`config.mk`:
```
export PLATFORM = sky130hd
export DESIGN_NAME = pmod_adc_block
export DESIGN_NICKNAME = d
export VERILOG_FILES = /design/src/rtl/pmod_pkg.sv /design/src/rtl/pmod_sclk_gen.sv /design/src/rtl/pmod_adc_block.sv
export SDC_FILE = /design/constraint.sdc
export NUM_CORES = 1
export LEC_CHECK = 0
export CAP_MARGIN = 20
export CORE_ASPECT_RATIO = 1.25
export CORE_MARGIN = 10
export CORE_UTILIZATION = 53
export CTS_CLUSTER_SIZE = 10
export DETAILED_ROUTE_END_ITERATION = 8
export PLACE_DENSITY = 0.77
export SLEW_MARGIN = 20
export SYNTH_ARGS = -nofsm -noshare
export SYNTH_HDL_FRONTEND = slang
export SYNTH_SLANG_ARGS = --single-unit
```
`constraint.sdc`:
```
create_clock -name clk -period 1.9 [get_ports clk]
set_input_delay 0.38 -clock clk [delete_from_list [all_inputs] [get_ports clk]]
set_output_delay 0.38 -clock clk [all_outputs]
set_load 0.02 [all_outputs]
```
`src/rtl/pmod_pkg.sv`:
```
// Shared constants for the PMOD serial converter paths (ADC capture, DAC drive).
package pmod_pkg;
  typedef logic [1:0] pmod_state_t;

  localparam pmod_state_t ST_IDLE  = 2'd0;
  localparam pmod_state_t ST_SETUP = 2'd1;
  localparam pmod_state_t ST_SHIFT = 2'd2;
  localparam pmod_state_t ST_QUIET = 2'd3;

  localparam int PMOD_FRAME_BITS = 16;
  localparam int PMOD_RESOLUTION = 12;
endpackage

```
`src/rtl/pmod_sclk_gen.sv`:
```
// Serial clock divider: registered SCLK idling high, CLK_DIV clk cycles per half period.
module pmod_sclk_gen #(
  parameter int CLK_DIV = 4
) (
  input  logic clk,
  input  logic rst,
  input  logic en,
  output logic sclk,
  output logic rise,
  output logic fall
);
  localparam int CW = (CLK_DIV > 1) ? $clog2(CLK_DIV) : 1;

  logic [CW-1:0] cnt;
  logic          tc;

  // Strobes mark the cycle whose closing edge toggles sclk.
  assign tc   = en && (cnt == '0);
  assign rise = tc && !sclk;
  assign fall = tc && sclk;

  always_ff @(posedge clk) begin
    if (rst || !en) begin
      sclk <= 1'b1;
      cnt  <= CW'(CLK_DIV - 1);
    end else if (tc) begin
      sclk <= ~sclk;
      cnt  <= CW'(CLK_DIV - 1);
    end else begin
      cnt <= cnt - CW'(1);
    end
  end
endmodule

```
`src/rtl/pmod_adc_block.sv`:
```
// Two-channel PMOD ADC frame capture. Optional leading-bit check: PMOD_ADC_LEADING_ZERO_CHECK_EN.
//   state | meaning
//   IDLE  | CS high, waiting for start
//   SETUP | CS low, SCLK high before first fall
//   SHIFT | SCLK running, sample both channels on each rise
//   QUIET | CS high recovery before next frame
module pmod_adc_block
  import pmod_pkg::*;
#(
  parameter int RESOLUTION   = PMOD_RESOLUTION,
  parameter int FRAME_BITS   = PMOD_FRAME_BITS,
  parameter int CLK_DIV      = 4,
  parameter int QUIET_CYCLES = 8
) (
  input  logic                  clk,
  input  logic                  rst,
  input  logic                  start,
  output logic                  busy,
  output logic [RESOLUTION-1:0] dout0,
  output logic [RESOLUTION-1:0] dout1,
  output logic                  dout_valid,
`ifdef PMOD_ADC_LEADING_ZERO_CHECK_EN
  output logic                  frame_err,
`endif
  output logic                  adc_cs_n,
  output logic                  adc_sclk,
  input  logic                  adc_sdata0,
  input  logic                  adc_sdata1
);
  localparam int BCW  = $clog2(FRAME_BITS + 1);
  localparam int TMAX = (CLK_DIV > QUIET_CYCLES) ? CLK_DIV : QUIET_CYCLES;
  localparam int TW   = $clog2(TMAX + 1);
`ifdef PMOD_ADC_LEADING_ZERO_CHECK_EN
  localparam int SRW  = FRAME_BITS;
`else
  localparam int SRW  = RESOLUTION;
`endif

  pmod_state_t     state;
  logic [BCW-1:0]  bit_cnt;
  logic [TW-1:0]   tmr;
  logic [SRW-1:0]  sr0, sr1;
  logic            gen_en, sclk_rise, sclk_fall, last_bit;

  assign last_bit = (bit_cnt == BCW'(FRAME_BITS));
  // The divider stops after the last rise; the final high half is timed by tmr.
  assign gen_en   = (state == ST_SETUP) || ((state == ST_SHIFT) && !last_bit);

  pmod_sclk_gen #(.CLK_DIV(CLK_DIV)) u_sclk_gen (
    .clk  (clk),
    .rst  (rst),
    .en   (gen_en),
    .sclk (adc_sclk),
    .rise (sclk_rise),
    .fall (sclk_fall)
  );

  always_ff @(posedge clk) begin
    if (rst) begin
      state      <= ST_IDLE;
      busy       <= 1'b0;
      adc_cs_n   <= 1'b1;
      dout_valid <= 1'b0;
      dout0      <= '0;
      dout1      <= '0;
      bit_cnt    <= '0;
      tmr        <= '0;
      sr0        <= '0;
      sr1        <= '0;
`ifdef PMOD_ADC_LEADING_ZERO_CHECK_EN
      frame_err  <= 1'b0;
`endif
    end else begin
      dout_valid <= 1'b0;
      case (state)
        ST_IDLE: begin
          if (start) begin
            state    <= ST_SETUP;
            busy     <= 1'b1;
            adc_cs_n <= 1'b0;
            bit_cnt  <= '0;
          end
        end
        ST_SETUP: begin
          if (sclk_fall) state <= ST_SHIFT;
        end
        ST_SHIFT: begin
          if (sclk_rise) begin
            sr0     <= (sr0 << 1) | SRW'(adc_sdata0);
            sr1     <= (sr1 << 1) | SRW'(adc_sdata1);
            bit_cnt <= bit_cnt + BCW'(1);
            tmr     <= TW'(CLK_DIV - 1);
          end else if (last_bit) begin
            if (tmr == '0) begin
              state      <= ST_QUIET;
              adc_cs_n   <= 1'b1;
              dout0      <= sr0[RESOLUTION-1:0];
              dout1      <= sr1[RESOLUTION-1:0];
              dout_valid <= 1'b1;
              tmr        <= TW'(QUIET_CYCLES - 1);
`ifdef PMOD_ADC_LEADING_ZERO_CHECK_EN
              if ((|(sr0 >> RESOLUTION)) || (|(sr1 >> RESOLUTION))) frame_err <= 1'b1;
`endif
            end else begin
              tmr <= tmr - TW'(1);
            end
          end
        end
        ST_QUIET: begin
          if (tmr == '0) begin
            state <= ST_IDLE;
            busy  <= 1'b0;
          end else begin
            tmr <= tmr - TW'(1);
          end
        end
        default: state <= ST_IDLE;
      endcase
    end
  end
endmodule

```
==> qor.txt, run 1 <==
TIMING
--------------------------------------------------------------------------------
Setup violations, final                                                        0
Worst Tran Pin Value                                                      543 ps
Final Hold Fails                                                               0
Final clock skew                                                         8.84 ps
Hold Worst Slack                                                          382 ps
Max Clock Freq                                                           542 MHz
Post-layout minimum cycle time                                           1840 ps
Final period utilization                                                   97.1%
Slew Limit Fails                                                               0
Rel. slew slack                                                            63.7%

CRITICAL PATH
--------------------------------------------------------------------------------
Number of cells on the worst reg-to-reg path                                   9
First element of the critical path                                  u_sclk_gen.sclk
Biggest fanout along the worst timing path                                     7
Required arrival time at the worst endpoint                              1520 ps
Cells along the critical path                                       clkdlybuf4s50_1
Worst Setup Path Type                                               register to output port
Element type at the critical path start                                 register
Buffers plus inverters on the worst setup path                                 1
Slowest cell on the critical path                                   clkdlybuf4s50_1
Internal reg-to-reg setup slack                                            80 ps
CP top delay family                                                 buffers and inverters
Critical Path Sink Type                                              output port
CP max stage delay                                                        660 ps
Reg2Reg Capture Point                                                  dout0[11]
Startpoint of the worst-slack reg-to-reg timing path                  bit_cnt[0]
Data arrival at the endpoint of the critical path                        1460 ps

FINISH
--------------------------------------------------------------------------------
ANT cells                                                                      0
Fraction of final layout cells sized beyond drive strength 1               15.6%
Reg area                                                            0.00130 sq mm
Fin nets                                                                     387
Total area of multi-input combinational cells                       0.00131 sq mm
Final core area utilization                                                69.1%
Layout area overhead                                                       28.1%
Fillers                                                                      430

PWR
--------------------------------------------------------------------------------
Power per standard cell area                                        1110 mW/mm^2
LEAKAGE                                                                  1.18 nW
Combinational share of power                                               26.0%
Power share of the sequential group                                        39.6%
Sw Ratio                                                                   29.8%
Pint                                                                     2.70 mW
Psw                                                                      1.15 mW
Clock network power share                                                  34.4%
Largest vdd supply drop                                                   933 uV

LOGIC SYNTHESIS
--------------------------------------------------------------------------------
Share of the synthesized area in the top cell type                         48.2%
Leading cell types by total area after synthesis                    dfxtp_1 48%, nand2_1 14%, a21oi_1 11%, ha_1 3.7%, buf_2 1.9%
Yosys warning total                                                            0
Sequential area share after synthesis                                      48.2%
Net Count, Synth                                                             340
Most common cell in the synthesized netlist                              nand2_1
Count of mapped cells out of synthesis                                       327
Most used DFF post-synth                                                 dfxtp_1
Fraction of registers with async set/reset                                    0%
Number of enable flip-flop cells after synthesis                               0
Distinct cells, synth                                                         45
Cell area after technology mapping                                  0.00270 sq mm
Post-synthesis area per instance                                      8.26 sq um
Area leader, netlist                                                     dfxtp_1
Number of synthesized register bits                                           65
Top cell types by occurrence after synthesis                        103 x nand2_1, 65 x dfxtp_1, 57 x a21oi_1

OUTCOME
--------------------------------------------------------------------------------
Run status                                                          finished clean

CLOCKING
--------------------------------------------------------------------------------
CTS tree                                                                   built
CTS Buf Count                                                                  9
Count of clock tree sinks                                                     65
Hold-fix buffer count after cts                                                0
Clock tree root buffer cell                                             clkbuf_8
Number of buffers between clock root and the deepest sink                      2
Clock latency reported for the late side of the worst-skew pair           340 ps
H-tree levels                                                                  3
Clock transition at path regs                                              70 ps

ROUTING
--------------------------------------------------------------------------------
Routed vias/inst                                                            5.36
Antenna Violating Nets Remaining                                               0
Via count                                                                  2,364
Number of remaining DRC errors                                                 0
DRC violation total after the first TritonRoute iteration                    175
Total iterations of the first detailed-routing run                             5
Aggregate routed wire length                                             5.87 mm
Post-DR wirelength/cell                                             13.3 microns

FLOORPLANNING
--------------------------------------------------------------------------------
Die height                                                          99.8 microns
Placement row count                                                           29
Total Die Area                                                      0.00837 sq mm
DIE WIDTH                                                           83.8 microns
# IOs                                                                         33
Core region area                                                    0.00501 sq mm
Starting utilization of the core area                                      53.9%

GRT
--------------------------------------------------------------------------------
Global-route wire length before repair                                   9.86 mm
Total track usage                                                          13.6%
Pin count of the biggest net entering global routing                          25
Number of global-route vias before repair                                  2,263
Number of antenna violations at the first check in global routing              0
Remaining Overflow, GRT                                                        0

JOB
--------------------------------------------------------------------------------
Maximum Capacitance Violations                                                 0

PLACED DESIGN
--------------------------------------------------------------------------------
Input/output buffers                                                          32
Routability Congestion                                                     0.804
Post-DP HPWL                                                             3.91 mm

HOLD PATH
--------------------------------------------------------------------------------
Startpoint of the lowest-slack hold path                            u_sclk_gen.cnt[0]
Min-Delay Path Class                                                register to register
Worst hold stages                                                              1
Endpoint of the worst hold path                                     u_sclk_gen.cnt[0]

==> flip-flops by register name (all words and copies together) (netlist names) <==
signal           count
sr0                 12
u_sclk_gen.cnt       2
dout0               12
busy                 1
dout1               12
u_sclk_gen.sclk      1
sr1                 12
tmr                  4
state                2
dout_valid           1
bit_cnt              5
adc_cs_n             1
==> metal layers <==
metal  GRT usage (%)  up-vias  routed length, microns
met5               0        -                       0
met4            6.45        0                      79
met3            4.78        7                     331
met2            23.7       47                    2960
met1            14.4     1113                    2490
li1                -     1197                       -
==> metrics by stage <==
stage	instances	cell area, sq um	setup slack (ps)	TNS, ps	power (mW)
floorplan	327	2700	180	0	2.19
global placement	421	3150	32.6	0	2.47
detailed placement	421	3150	-44.5	-44.5	2.50
CTS	437	3370	18.1	0	3.82
global route	441	3460	-61.9	-510	4.05
finish	441	3460	55.6	0	3.85
==> power by group through the flow <==
| stage | clock network (mW) | registers (mW) | logic (mW) |
|---|---|---|---|
| after detailed placement | 0 | 1.54 | 0.956 |
| after CTS | 1.34 | 1.51 | 0.963 |
| after global placement | 0 | 1.54 | 0.929 |
| after global routing | 1.40 | 1.54 | 1.12 |
| final | 1.32 | 1.52 | 1.00 |
| after floorplan | 0 | 1.55 | 0.631 |
==> worst max-delay path by stage <==
stage,depth (start not counted),end,slack [ps]
final,1,adc_sclk,60
after global routing,9,dout1[2],-60
after CTS,7,dout0[10],20
after detailed placement,5,bit_cnt[3],-40
after global placement,5,bit_cnt[2],30
after floorplan,7,dout0[4],180
==> area by class of cell <==
type                       count  share of cell area, %
tap                           62                   2.24
inverter                      11                   1.19
timing repair buffer          54                   14.5
clock buffer                  10                   3.98
multi-input combinational    233                   37.8
sequential                    65                   37.7
clock inverter                 6                   2.60
==> placed cells by master, fill, tap and decap left out, drive strengths merged, types with 3 or more instances in the layout <==
| master | count |
|---|---|
| nor3 | 4 |
| o21ai | 4 |
| ha | 8 |
| dfxtp | 65 |
| a21oi | 60 |
| clkdlybuf4s50 | 31 |
| inv | 12 |
| clkbuf | 11 |
| nand2 | 103 |
| a211oi | 3 |
| or4 | 3 |
| nor2 | 4 |
| nor2b | 5 |
| buf | 22 |
==> cells by family (layout without fill, tap and decap cells) <==
group           count (synthesis)  count (layout)  synth area share (%)
simple gates                  139             139                  23.9
compound gates                 83              83                  18.2
flops                          65              65                  48.2
buf+inv                        29              81                  5.05
fa+ha+maj                       8               8                  3.71
xor+xnor                        2               2                 0.649
mux                             1               1                 0.371
==> timing repair <==
| action | in CTS | in global routing |
|---|---|---|
| hold endpoints to repair | 0 | 0 |
| pin swaps | 0 | 1 |
| setup endpoints to repair | 1 | 56 |
| gates resized for setup | 1 | 14 |
| gates cloned | 0 | 1 |
| setup buffers | 0 | 3 |
Power figures use the tool's default switching activity.
==> run 2: changes to the inputs <==
--- a/config.mk
+++ b/config.mk
@@ -9,6 +9,7 @@
 export CORE_ASPECT_RATIO = 1.25
 export CORE_MARGIN = 10
 export CORE_UTILIZATION = 53
+export CTS_CLUSTER_DIAMETER = 30
 export CTS_CLUSTER_SIZE = 10
 export DETAILED_ROUTE_END_ITERATION = 8
 export PLACE_DENSITY = 0.77
==> results of run 2 <==
No change in the layout: final DEF, timing and power equal those of run 1.
